$ cat src/rtl/swc_output_arbiter.sv
// rtl/swc_output_arbiter.sv - priority/round-robin output arbiter with hold limit
// One grant at a time; each grant is followed by a one-cycle GAP before the next arbitration.
module swc_output_arbiter #(
  parameter int g_num_ports  = 7,
  parameter int g_prio_width = 3,
  parameter int g_max_hold   = 1024
) (
  input  logic                                clk_i,
  input  logic                                rst_n_i,
  input  logic [g_num_ports-1:0]              req_i,
  input  logic [g_num_ports*g_prio_width-1:0] prio_i,
  input  logic [g_num_ports-1:0]              eof_i,
  output logic [g_num_ports-1:0]              gnt_o,
  output logic                                gnt_valid_o,
  output logic [$clog2(g_num_ports)-1:0]      gnt_idx_o,
  output logic                                timeout_o
);

  localparam int IdxW = $clog2(g_num_ports);

  typedef enum logic [1:0] {IDLE, GRANT, GAP} state_t;

  state_t            state_q, state_d;
  logic [IdxW-1:0]   winner_q, winner_d;
  logic [IdxW-1:0]   last_ptr_q, last_ptr_d;
  logic [15:0]       hold_q, hold_d;
  logic              timeout_q, timeout_d;
  logic              armed_q;

  logic [IdxW-1:0]         sel_idx, cand_idx;
  logic                    sel_found;
  logic [g_prio_width-1:0] best_prio, cand_prio;
  int                      cand;

  logic win_req, win_eof, hold_limit;

  // Scan ports in rotation order starting after last_ptr; strict '>' keeps the first tied port.
  always_comb begin
    sel_found = 1'b0;
    sel_idx   = '0;
    best_prio = '0;
    cand      = 0;
    cand_idx  = '0;
    cand_prio = '0;
    for (int i = 0; i < g_num_ports; i++) begin
      cand      = (int'(last_ptr_q) + 1 + i) % g_num_ports;
      cand_idx  = IdxW'(cand);
      cand_prio = prio_i[cand_idx*g_prio_width +: g_prio_width];
      if (req_i[cand_idx] && (!sel_found || (cand_prio > best_prio))) begin
        sel_found = 1'b1;
        sel_idx   = cand_idx;
        best_prio = cand_prio;
      end
    end
  end

  assign win_req    = req_i[winner_q];
  assign win_eof    = eof_i[winner_q];
  assign hold_limit = (hold_q == 16'(g_max_hold - 1));

  always_ff @(posedge clk_i or negedge rst_n_i) begin
    if (!rst_n_i) begin
      state_q <= IDLE;
    end else begin
      state_q <= state_d;
    end
  end

  always_comb begin
    state_d = state_q;
    case (state_q)
      IDLE:    if (armed_q && sel_found) state_d = GRANT;
      GRANT:   if (win_eof || !win_req || hold_limit) state_d = GAP;
      GAP:     state_d = IDLE;
      default: state_d = IDLE;
    endcase
  end

  // A normal release (eof or request drop) takes precedence over the hold limit.
  always_comb begin
    winner_d   = winner_q;
    last_ptr_d = last_ptr_q;
    hold_d     = hold_q;
    timeout_d  = 1'b0;
    if ((state_q == IDLE) && (state_d == GRANT)) begin
      winner_d   = sel_idx;
      last_ptr_d = sel_idx;
      hold_d     = '0;
    end else if ((state_q == GRANT) && (hold_q != 16'hFFFF)) begin
      hold_d = hold_q + 16'd1;
    end
    if ((state_q == GRANT) && hold_limit && win_req && !win_eof) begin
      timeout_d = 1'b1;
    end
  end

  // armed_q holds off arbitration for the first edge after reset release.
  always_ff @(posedge clk_i or negedge rst_n_i) begin
    if (!rst_n_i) begin
      winner_q   <= '0;
      last_ptr_q <= IdxW'(g_num_ports - 1);
      hold_q     <= '0;
      timeout_q  <= 1'b0;
      armed_q    <= 1'b0;
    end else begin
      winner_q   <= winner_d;
      last_ptr_q <= last_ptr_d;
      hold_q     <= hold_d;
      timeout_q  <= timeout_d;
      armed_q    <= 1'b1;
    end
  end

  always_comb begin
    gnt_o       = '0;
    gnt_idx_o   = '0;
    gnt_valid_o = 1'b0;
    timeout_o   = timeout_q;
    if (state_q == GRANT) begin
      gnt_o[winner_q] = 1'b1;
      gnt_idx_o       = winner_q;
      gnt_valid_o     = 1'b1;
    end
  end

endmodule

$ cat config.mk
export PLATFORM = sky130hd
export DESIGN_NAME = swc_output_arbiter
export DESIGN_NICKNAME = d
export VERILOG_FILES = /design/src/rtl/swc_output_arbiter.sv
export SDC_FILE = /design/constraint.sdc
export NUM_CORES = 1
export LEC_CHECK = 0
export ABC_CLOCK_PERIOD_IN_PS = 16910
export CORE_ASPECT_RATIO = 1.2
export CORE_UTILIZATION = 33
export DETAILED_ROUTE_END_ITERATION = 10
export GPL_TIMING_DRIVEN = 0
export SLEW_MARGIN = 30
export SYNTH_ARGS = -nofsm -noshare
export SYNTH_HDL_FRONTEND = slang
export SYNTH_SLANG_ARGS = --single-unit
$ cat constraint.sdc
create_clock -name clk_i -period 16.91 [get_ports clk_i]
set_input_delay 2.5365 -clock clk_i [delete_from_list [all_inputs] [get_ports clk_i]]
set_output_delay 2.5365 -clock clk_i [all_outputs]
set_load 0.02 [all_outputs]
---- Word-level counts from Yosys, hierarchy flattened ----
Cells that the tools add are included.
storage, ports and cells
  bits of input ports ..................... 37
  flip-flop bits (word level) ............. 26
  logic and storage cells ................. 134
cells by class
  reductions and logical operators ........ 31
  shifts and indexed selects .............. 7
  muxes and demuxes ....................... 49
  add/subtract/negate cells ............... 8
  magnitude comparators ................... 15
  equal/unequal tests ..................... 4
  multiply operators ...................... 7
  div/mod/pow operators ................... 7
operator list
  kind                     count
  $mod A32 B4 Y32 const B  7
  $shiftx A21 B6 Y3        7
  $add A32 B3 Y32 const B  2
  $add A32 B4 Y32 const B  2
  $mux W3                  14
  $mul A3 B2 Y5 const B    7
  $add A32 B2 Y32 const B  1
  $lt A3 B4 Y1 const B     8
  $mux W16                 2
  $bmux W1 S3              9
  $mux W1                  19
  $gt A3 B3 Y1             6
  $add A16 B1 Y16 const B  1
  $eq A16 B10 Y1 const B   1
  $ne A16 B16 Y1 const B   1
  $logic_and A1 B1 Y1      13
  $logic_not A1 Y1         8
  $logic_or A1 B1 Y1       8
  $mux W7                  1
  $add A4 B3 Y5 const B    1
  $add A3 B1 Y4 const B    1
  $eq A2 B1 Y1 const B     2
  $mux W2                  2
  $pmux W2 S2              1
  4 further kinds          4

---- Depth between registers and ports, before layout ----
Gate-level depths: netlist of run 1.
  word-level depth ........................ 35
  mapped depth ............................ 80

---- Least setup slack after synthesis of run 1 ----
Ideal clock, no wire load.
  path type ............................... reg-to-reg
  start ................................... register winner_q[0]
  end ..................................... register winner_q[2]
  path buffers ............................ 8
  clock period less this slack ............ 14.321 ns
  data arrival time ....................... 14.191 ns
  cell stages (with the launch flop) ...... 78
  setup slack ............................. 2.589 ns
  library setup time ...................... 0.130 ns
  path through ............................ dfrtp_1 > buf_2 > inv_1 > clkbuf_1 > ha_1 > ha_1 > clkbuf_1 > nor2b_1 > nor2_1 > inv_1 > ha_1 > clkbuf_1 > a21boi_1 > xnor2_1 > inv_1 > ha_1 > a21boi_1 > o21ai_0 > [42 not listed] > a21o_1 > buf_2 > o21a_1 > ha_1 > nor2b_1 > o21a_1 > o21ai_0 > o31ai_1 > nand2_1 > o211ai_1 > o21ai_1 > ha_1 > nor2b_1 > o21a_1 > o21ai_0 > o221ai_2 > a221oi_1 > nor2_1
RTL lines
  item                    RTL line  source
  from (decl)             24        logic [IdxW-1:0] winner_q, winner_d;
  from (signal assigned)  106       winner_q <= winner_d;

==> impl_metrics.py, run 1 <==
metrics = {
    "floorplan": {
        "chipHeight_um": 162.2,
        "floorplan.die.width_um": 135.5,
        "design.core.area_um2": 20970,
        "floorplan.rows": 58,
        "dieArea_um2": 21980,
        "pin_count": 49,
        "start_util_pct": 33.65,
    },
    "detailed_routing": {
        "drt_pre_antenna_iters": 5,
        "detail_route.wirelength_um": 24840,
        "first_iter_violations": 453,
        "antenna_left": 0,
        "detail_route.wl_per_cell_um": 19.81,
        "via_count": 7826,
        "avgViaCountPerCell": 6.241,
        "post-route-drc-count": 0,
    },
    "yosys": {
        "post_synth_inst_count": 931,
        "postSynthRegisterBits": 25,
        "synth_sequential_area_ratio_pct": 8.901,
        "yosysWarnings": 0,
        "yosysTopAreaCellShare_pct": 8.688,
        "syn_nets": 1018,
        "main_area_contributors_after_synthesis": "sky130_fd_sc_hd__ha_1 (8.7%), sky130_fd_sc_hd__dfrtp_1 (8.2%), sky130_fd_sc_hd__mux2i_1 (7.1%)",
        "synth_async_sr_flop_share_pct": 100.0,
        "yosysUniqueCellTypes": 101,
        "postSynth.topFlopCell": "sky130_fd_sc_hd__dfrtp_1",
        "syn_area_per_cell_um2": 7.580,
        "yosys.area.top_type": "sky130_fd_sc_hd__ha_1",
        "synth.cell_area_um2": 7057,
        "synth_enable_flop_cells": 0,
    },
    "timing": {
        "setup-violations-final": 0,
        "timing_worst_slew_pin_value_ns": 0.9511,
        "max_clock_freq_mhz": 62.70,
        "relSlewSlack_pct": 36.14,
        "report.final.slew_viol_count": 0,
        "final.period_utilization_pct": 94.31,
        "post-route-min-period_ns": 15.95,
        "fin_skew_ns": 0.001786,
        "timing.final.hold_violations": 0,
    },
    "critical_path": {
        "r2r.worst_path.cells": 76,
        "timing.critical_path.arrival_ns": 16.09,
        "critical_path_startpoint_category": "flop",
        "r2r_slack_ns": 0.96,
        "worst_path_max_delay_cell": "sky130_fd_sc_hd__dfrtp_4",
        "critical_path_class": "reg2reg",
        "worstPathMaxFanout": 13,
        "max_stage_delay_ns": 0.60,
        "cpMostUsedCell": "sky130_fd_sc_hd__ha_1",
        "cp_data_required_time_ns": 17.06,
        "worstReg2RegStart": "winner_q[0]$_DFFE_PN0P_",
        "endpoint_kind_of_the_worst_setup_timing_path": "flop",
        "rr_endpoint": "winner_q[1]$_DFFE_PN0P_",
    },
    "grt": {
        "gr-usage-all-layers_pct": 22.43,
        "antenna_found_initial": 0,
        "grt_remaining_overflow": 0,
        "grt_start_max_net_pins": 26,
        "grt_pass1_vias": 7534,
        "grt_first_pass_wirelength_um": 39470,
    },
    "placement": {
        "placement.io_buffers": 47,
        "post-place-cells": 1248,
        "gp_congestion": 0.9269,
        "post_dp_cell_area_um2": 7875,
        "hpwl_um": 19190,
    },
    "hold_path": {
        "holdPathEnd": "hold_q[5]$_DFFE_PN0P_",
        "hold_path_startpoint": "hold_q[5]$_DFFE_PN0P_",
        "min_delay_path_depth": 2,
        "worstHoldPathType": "reg2reg",
    },
    "finish": {
        "drive_above_1_share_pct": 12.30,
        "antenna_cells_inserted": 0,
        "area_growth_syn_to_layout_pct": 14.54,
        "post_layout_nonfiller_instances": 1254,
        "design.final.nets": 1072,
        "layout.cell_area.non_filler_um2": 8083,
    },
    "status": {
        "result_of_the_run": "finished clean",
    },
    "clock_network": {
        "cts_inserted_buffers": 3,
        "numClockSinks": 25,
        "clk_latency_ns": 0.25,
        "max-clock-path-buffers": 2,
        "cts-root-buf": "sky130_fd_sc_hd__clkbuf_16",
        "cts_tree": "built",
        "clk_pin_slew_worst_paths_ns": 0.06,
        "cts_htree_levels": 1,
    },
    "job": {
        "drv.max_cap_violation_count": 0,
    },
}
## how the worst max path moves through the flow
stage | startpoint | to | cells past startpoint
global placement | winner_q[0]$_DFFE_PN0P_ | winner_q[2]$_DFFE_PN0P_ | 77
detailed placement | winner_q[0]$_DFFE_PN0P_ | winner_q[2]$_DFFE_PN0P_ | 77
floorplan | winner_q[0]$_DFFE_PN0P_ | winner_q[2]$_DFFE_PN0P_ | 77
CTS | winner_q[0]$_DFFE_PN0P_ | winner_q[2]$_DFFE_PN0P_ | 75
global route | winner_q[0]$_DFFE_PN0P_ | winner_q[1]$_DFFE_PN0P_ | 76
finish | winner_q[0]$_DFFE_PN0P_ | winner_q[1]$_DFFE_PN0P_ | 76
## state kept, by name, summed over array words and instances, names as in the netlist
signal and cells:
state_q 2, hold_q 16, last_ptr_q 2, winner_q 3, timeout_o 1, armed_q 1
## synthesized netlist by cell type, drive strengths merged, types with 7 or more instances
cell type  count
nor2          88
nand2         75
mux2i         50
o21ai         50
ha            49
a21oi         47
nand3         33
inv           32
clkbuf        29
nor3          28
buf           26
dfrtp         23
xnor2         22
mux2          19
mux4          19
o211ai        18
a21o          17
and2          17
nand2b        17
nor2b         17
a31oi         14
and3          13
xor2          13
nor4          11
o211a         11
o21a          11
o31ai         11
nand4         10
a22oi          9
nand3b         9
or2            9
a311oi         8
a211oi         7
or3            7
## timing repair
item,in CTS,in global routing
setup buffers,1,2
hold buffers,0,0
cloned,0,0
resized for setup,10,20
pin swaps,1,1
setup endpoints to repair,5,5
## area by class of cell
type	instances	area, µm²
fillers	2165	12890
multi-input cells	819	6168
flip-flops and latches	25	631.9
repair buffers	50	488.0
well taps	270	337.8
plain buffers	54	257.7
inverters	32	120.1
clock buffers	4	78.83
## metal layers
layer,part of all wire [%],wire length (µm),vias to the layer above,global-route usage [%]
met4,4.3,1075,0,9.755
met2,49,12050,282,39.67
met3,4.9,1211,77,1.280
met5,0,0,-,0
li1,-,-,3691,-
met1,42,10500,3776,27.87
## per-stage QoR
stage / utilization, % / setup TNS (ns) / setup WS, ns / hold slack [ns]
detailed placement: 37.55 / -7.415 / -1.526 / 0.5345
finish: 38.54 / 0 / 0.9621 / 0.5408
floorplan: - / 0 / 2.589 / 0.5025
global placement: 37.50 / -6.016 / -1.281 / 0.5221
global route: 38.54 / -0.008752 / -0.008752 / 0.5701
CTS: 38.10 / 0 / 0.04044 / 0.5493
## cell families (layout without fill, tap and decap cells)
family	count (synthesis)	in the layout	synth area share [%]
xor+xnor	35	35	4.663
simple gates	354	354	25.92
fa+ha+maj	50	50	8.972
compound gates	291	291	30.04
buf+inv	87	140	5.213
other cells	1	1	0.05314
mux	88	88	16.24
flops	25	25	8.901
## critical path: cells and delay by family, from the launching register on
kind | cells | cell delay, ns
flops | 1 | 0.60
fa+ha+maj | 11 | 3.01
compound gates | 36 | 7.06
xor+xnor | 2 | 0.45
buf+inv | 13 | 2.25
mux | 3 | 0.57
simple gates | 11 | 1.84
## cells in the final DEF (no fill, tap or decap), types with 9 or more instances in the layout
cell / count
sky130_fd_sc_hd__nor2_1: 88
sky130_fd_sc_hd__nor2b_1: 15
sky130_fd_sc_hd__nand2b_1: 17
sky130_fd_sc_hd__nor4_1: 10
sky130_fd_sc_hd__o21a_1: 11
sky130_fd_sc_hd__a31oi_1: 14
sky130_fd_sc_hd__a21o_1: 17
sky130_fd_sc_hd__mux4_2: 19
sky130_fd_sc_hd__ha_1: 47
sky130_fd_sc_hd__nor3_1: 27
sky130_fd_sc_hd__a22oi_1: 9
sky130_fd_sc_hd__xnor2_1: 18
sky130_fd_sc_hd__o211a_1: 10
sky130_fd_sc_hd__buf_2: 19
sky130_fd_sc_hd__a21oi_1: 46
sky130_fd_sc_hd__inv_1: 26
sky130_fd_sc_hd__o21ai_1: 9
sky130_fd_sc_hd__nand2_1: 74
sky130_fd_sc_hd__clkdlybuf4s50_1: 46
sky130_fd_sc_hd__xor2_1: 11
sky130_fd_sc_hd__mux2i_1: 49
sky130_fd_sc_hd__clkbuf_1: 26
sky130_fd_sc_hd__nand3_1: 32
sky130_fd_sc_hd__o211ai_1: 18
sky130_fd_sc_hd__dfrtp_1: 22
sky130_fd_sc_hd__and2_1: 16
sky130_fd_sc_hd__o21ai_0: 40
sky130_fd_sc_hd__mux2_2: 18
sky130_fd_sc_hd__nand4_1: 10
sky130_fd_sc_hd__o31ai_1: 9
sky130_fd_sc_hd__and3_1: 13
Power of run 1 is left out: the tool's default activity adds up to more than one toggle a clock period on the data nets, which glitch-free logic cannot reach.
==> run 2, diff against run 1 <==
--- a/config.mk
+++ b/config.mk
@@ -8,8 +8,10 @@
 export ABC_CLOCK_PERIOD_IN_PS = 16910
 export CORE_ASPECT_RATIO = 1.2
 export CORE_UTILIZATION = 33
+export CTS_BUF_LIST = sky130_fd_sc_hd__clkbuf_2
 export DETAILED_ROUTE_END_ITERATION = 10
 export GPL_TIMING_DRIVEN = 0
+export SKIP_LAST_GASP = 1
 export SLEW_MARGIN = 30
 export SYNTH_ARGS = -nofsm -noshare
 export SYNTH_HDL_FRONTEND = slang
==> run 2 against run 1 <==
  * Clock skew grew 0.0029 ns
  * Sequential share of layout area is essentially flat
  * Critical path depth is the same
  * Register-to-register slack gained 0.17 ns
  * Sequential cell count is the same
  * Fmax grew 1.1%
  * Critical path type unchanged
  * Critical endpoint is now last_ptr_q[1]$_DFFE_PN1P_
  * Highest routed layer unchanged
==> impl_metrics.py, run 2 (synthesis results as in run 1) <==
metrics = {
    "clock_network": {
        "cts_htree_levels": 1,
        "max-clock-path-buffers": 2,
        "cts_tree": "built",
        "numClockSinks": 25,
        "cts.hold.buffers_added": 0,
        "cts-root-buf": "sky130_fd_sc_hd__clkbuf_2",
        "clk_latency_ns": 0.33,
        "cts_inserted_buffers": 3,
        "clk_pin_slew_worst_paths_ns": 0.21,
    },
    "detailed_routing": {
        "avgViaCountPerCell": 6.240,
        "detail_route.wl_per_cell_um": 19.73,
        "drt_pre_antenna_iters": 5,
        "detail_route.wirelength_um": 24780,
        "first_iter_violations": 431,
        "via_count": 7838,
        "antenna_left": 0,
        "post-route-drc-count": 0,
    },
    "floorplan": {
        "floorplan.rows": 58,
        "start_util_pct": 33.65,
        "floorplan.die.width_um": 135.5,
        "chipHeight_um": 162.2,
        "pin_count": 49,
        "design.core.area_um2": 20970,
        "dieArea_um2": 21980,
    },
    "critical_path": {
        "cpMostUsedCell": "sky130_fd_sc_hd__ha_1",
        "timing.critical_path.arrival_ns": 16.03,
        "r2r_slack_ns": 1.13,
        "worst_path_max_delay_cell": "sky130_fd_sc_hd__dfrtp_4",
        "max_stage_delay_ns": 0.51,
        "endpoint_kind_of_the_worst_setup_timing_path": "flop",
        "cp_top_family": "compound AO/OA/AOI/OAI gates",
        "worstPathBufferInverterCount": 13,
        "critical_path_class": "reg2reg",
        "worstPathMaxFanout": 13,
        "cp_data_required_time_ns": 17.17,
        "critical_path_startpoint_category": "flop",
    },
    "timing": {
        "timing_worst_slew_pin_value_ns": 0.9483,
        "timing.final.hold_violations": 0,
        "grt_setup_unrepaired": "no",
        "post-route-min-period_ns": 15.78,
        "max_clock_freq_mhz": 63.39,
        "report.final.slew_viol_count": 0,
        "setup_total_negative_slack_ns": 0,
        "setup_ws_ns": 1.134,
        "final.period_utilization_pct": 93.29,
        "fin_skew_ns": 0.004704,
        "relSlewSlack_pct": 36.32,
        "setup-violations-final": 0,
    },
    "grt": {
        "grt_pass1_vias": 7532,
        "grt_remaining_overflow": 0,
        "grt_first_pass_wirelength_um": 39430,
        "grt_start_max_net_pins": 26,
        "antenna_found_initial": 0,
        "gr-usage-all-layers_pct": 22.40,
    },
    "placement": {
        "post_dp_cell_area_um2": 7875,
        "hpwl_um": 19190,
        "placement.io_buffers": 47,
        "pre_cts_slack_ns": -1.526,
        "gp_congestion": 0.9269,
    },
    "finish": {
        "drive_above_1_share_pct": 12.68,
        "registers.top_by_ff_count": "hold_q",
        "layout.core_utilization_pct": 38.35,
        "reg_top3": "hold_q: 16 flops, winner_q: 3 flops",
        "multiInputGateArea_um2": 6168,
        "area_growth_syn_to_layout_pct": 13.97,
        "final_common_cell": "sky130_fd_sc_hd__nor2_1",
        "antenna_cells_inserted": 0,
        "layout.cell_area.non_filler_um2": 8043,
        "area_of_all_sequential_standard_cells_um2": 631.9,
        "final_cell_mix": "sky130_fd_sc_hd__nor2_1 (88), sky130_fd_sc_hd__nand2_1 (74), sky130_fd_sc_hd__mux2i_1 (49)",
        "layout.filler_cells": 2171,
        "design.final.nets": 1074,
        "largest_reg_flops": 16,
    },
    "hold_path": {
        "worstHoldPathType": "reg2reg",
    },
    "job": {
        "drv.max_cap_violation_count": 0,
    },
    "status": {
        "result_of_the_run": "finished clean",
    },
}
-- run 2: worst min-delay path: stages, from the launching register on --
cell and delay, ns:
sky130_fd_sc_hd__dfrtp_1 0.40, sky130_fd_sc_hd__xnor2_1 0.12, sky130_fd_sc_hd__nor2_1 0.04
-- run 2: path summary, 6_finish.rpt --
kind                                         startpoint                        end  depth (start not counted)
worst max register to register  winner_q[0]$_DFFE_PN0P_  last_ptr_q[1]$_DFFE_PN1P_                         76
min in group asynchronous                       rst_n_i     hold_q[13]$_DFFE_PN0P_                          1
worst max-delay path            winner_q[0]$_DFFE_PN0P_  last_ptr_q[1]$_DFFE_PN1P_                         76
worst min-delay path              hold_q[7]$_DFFE_PN0P_      hold_q[7]$_DFFE_PN0P_                          2
max in group asynchronous                       rst_n_i    winner_q[0]$_DFFE_PN0P_                          1
worst min register to register    hold_q[7]$_DFFE_PN0P_      hold_q[7]$_DFFE_PN0P_                          2
-- run 2: timing repair --
action,in CTS,in global routing
pin swaps,1,1
gates resized for setup,10,21
setup buffers,1,4
setup endpoints to repair,5,5
-- run 2: layer usage --
metal | vias to the layer above | routed length (µm) | GRT usage, %
met5 | - | 0 | 0
met4 | 0 | 1023 | 9.755
met3 | 64 | 1343 | 1.186
met2 | 281 | 12090 | 39.63
met1 | 3799 | 10330 | 27.87
li1 | 3694 | - | -
-- run 2: layout make-up --
| type | instances | share of cell area, % |
|---|---|---|
| Sequential cell | 25 | 7.856 |
| Clock buffer | 4 | 0.2489 |
| Tap cell | 270 | 4.200 |
| Inverter | 32 | 1.540 |
| Multi-Input combinational cell | 819 | 76.70 |
| Buffer | 54 | 3.205 |
| Timing Repair Buffer | 52 | 6.254 |
-- run 2: stage by stage --
| stage | hold WS [ns] | std cells |
|---|---|---|
| final | 0.5603 | 1256 |
| after global routing | 0.5906 | 1256 |
| after CTS | 0.5664 | 1253 |
| after detailed placement | 0.5345 | 1248 |
| after global placement | 0.5221 | 1248 |
| after floorplan | 0.5025 | 931 |
Power of run 2 is left out for the same reason.
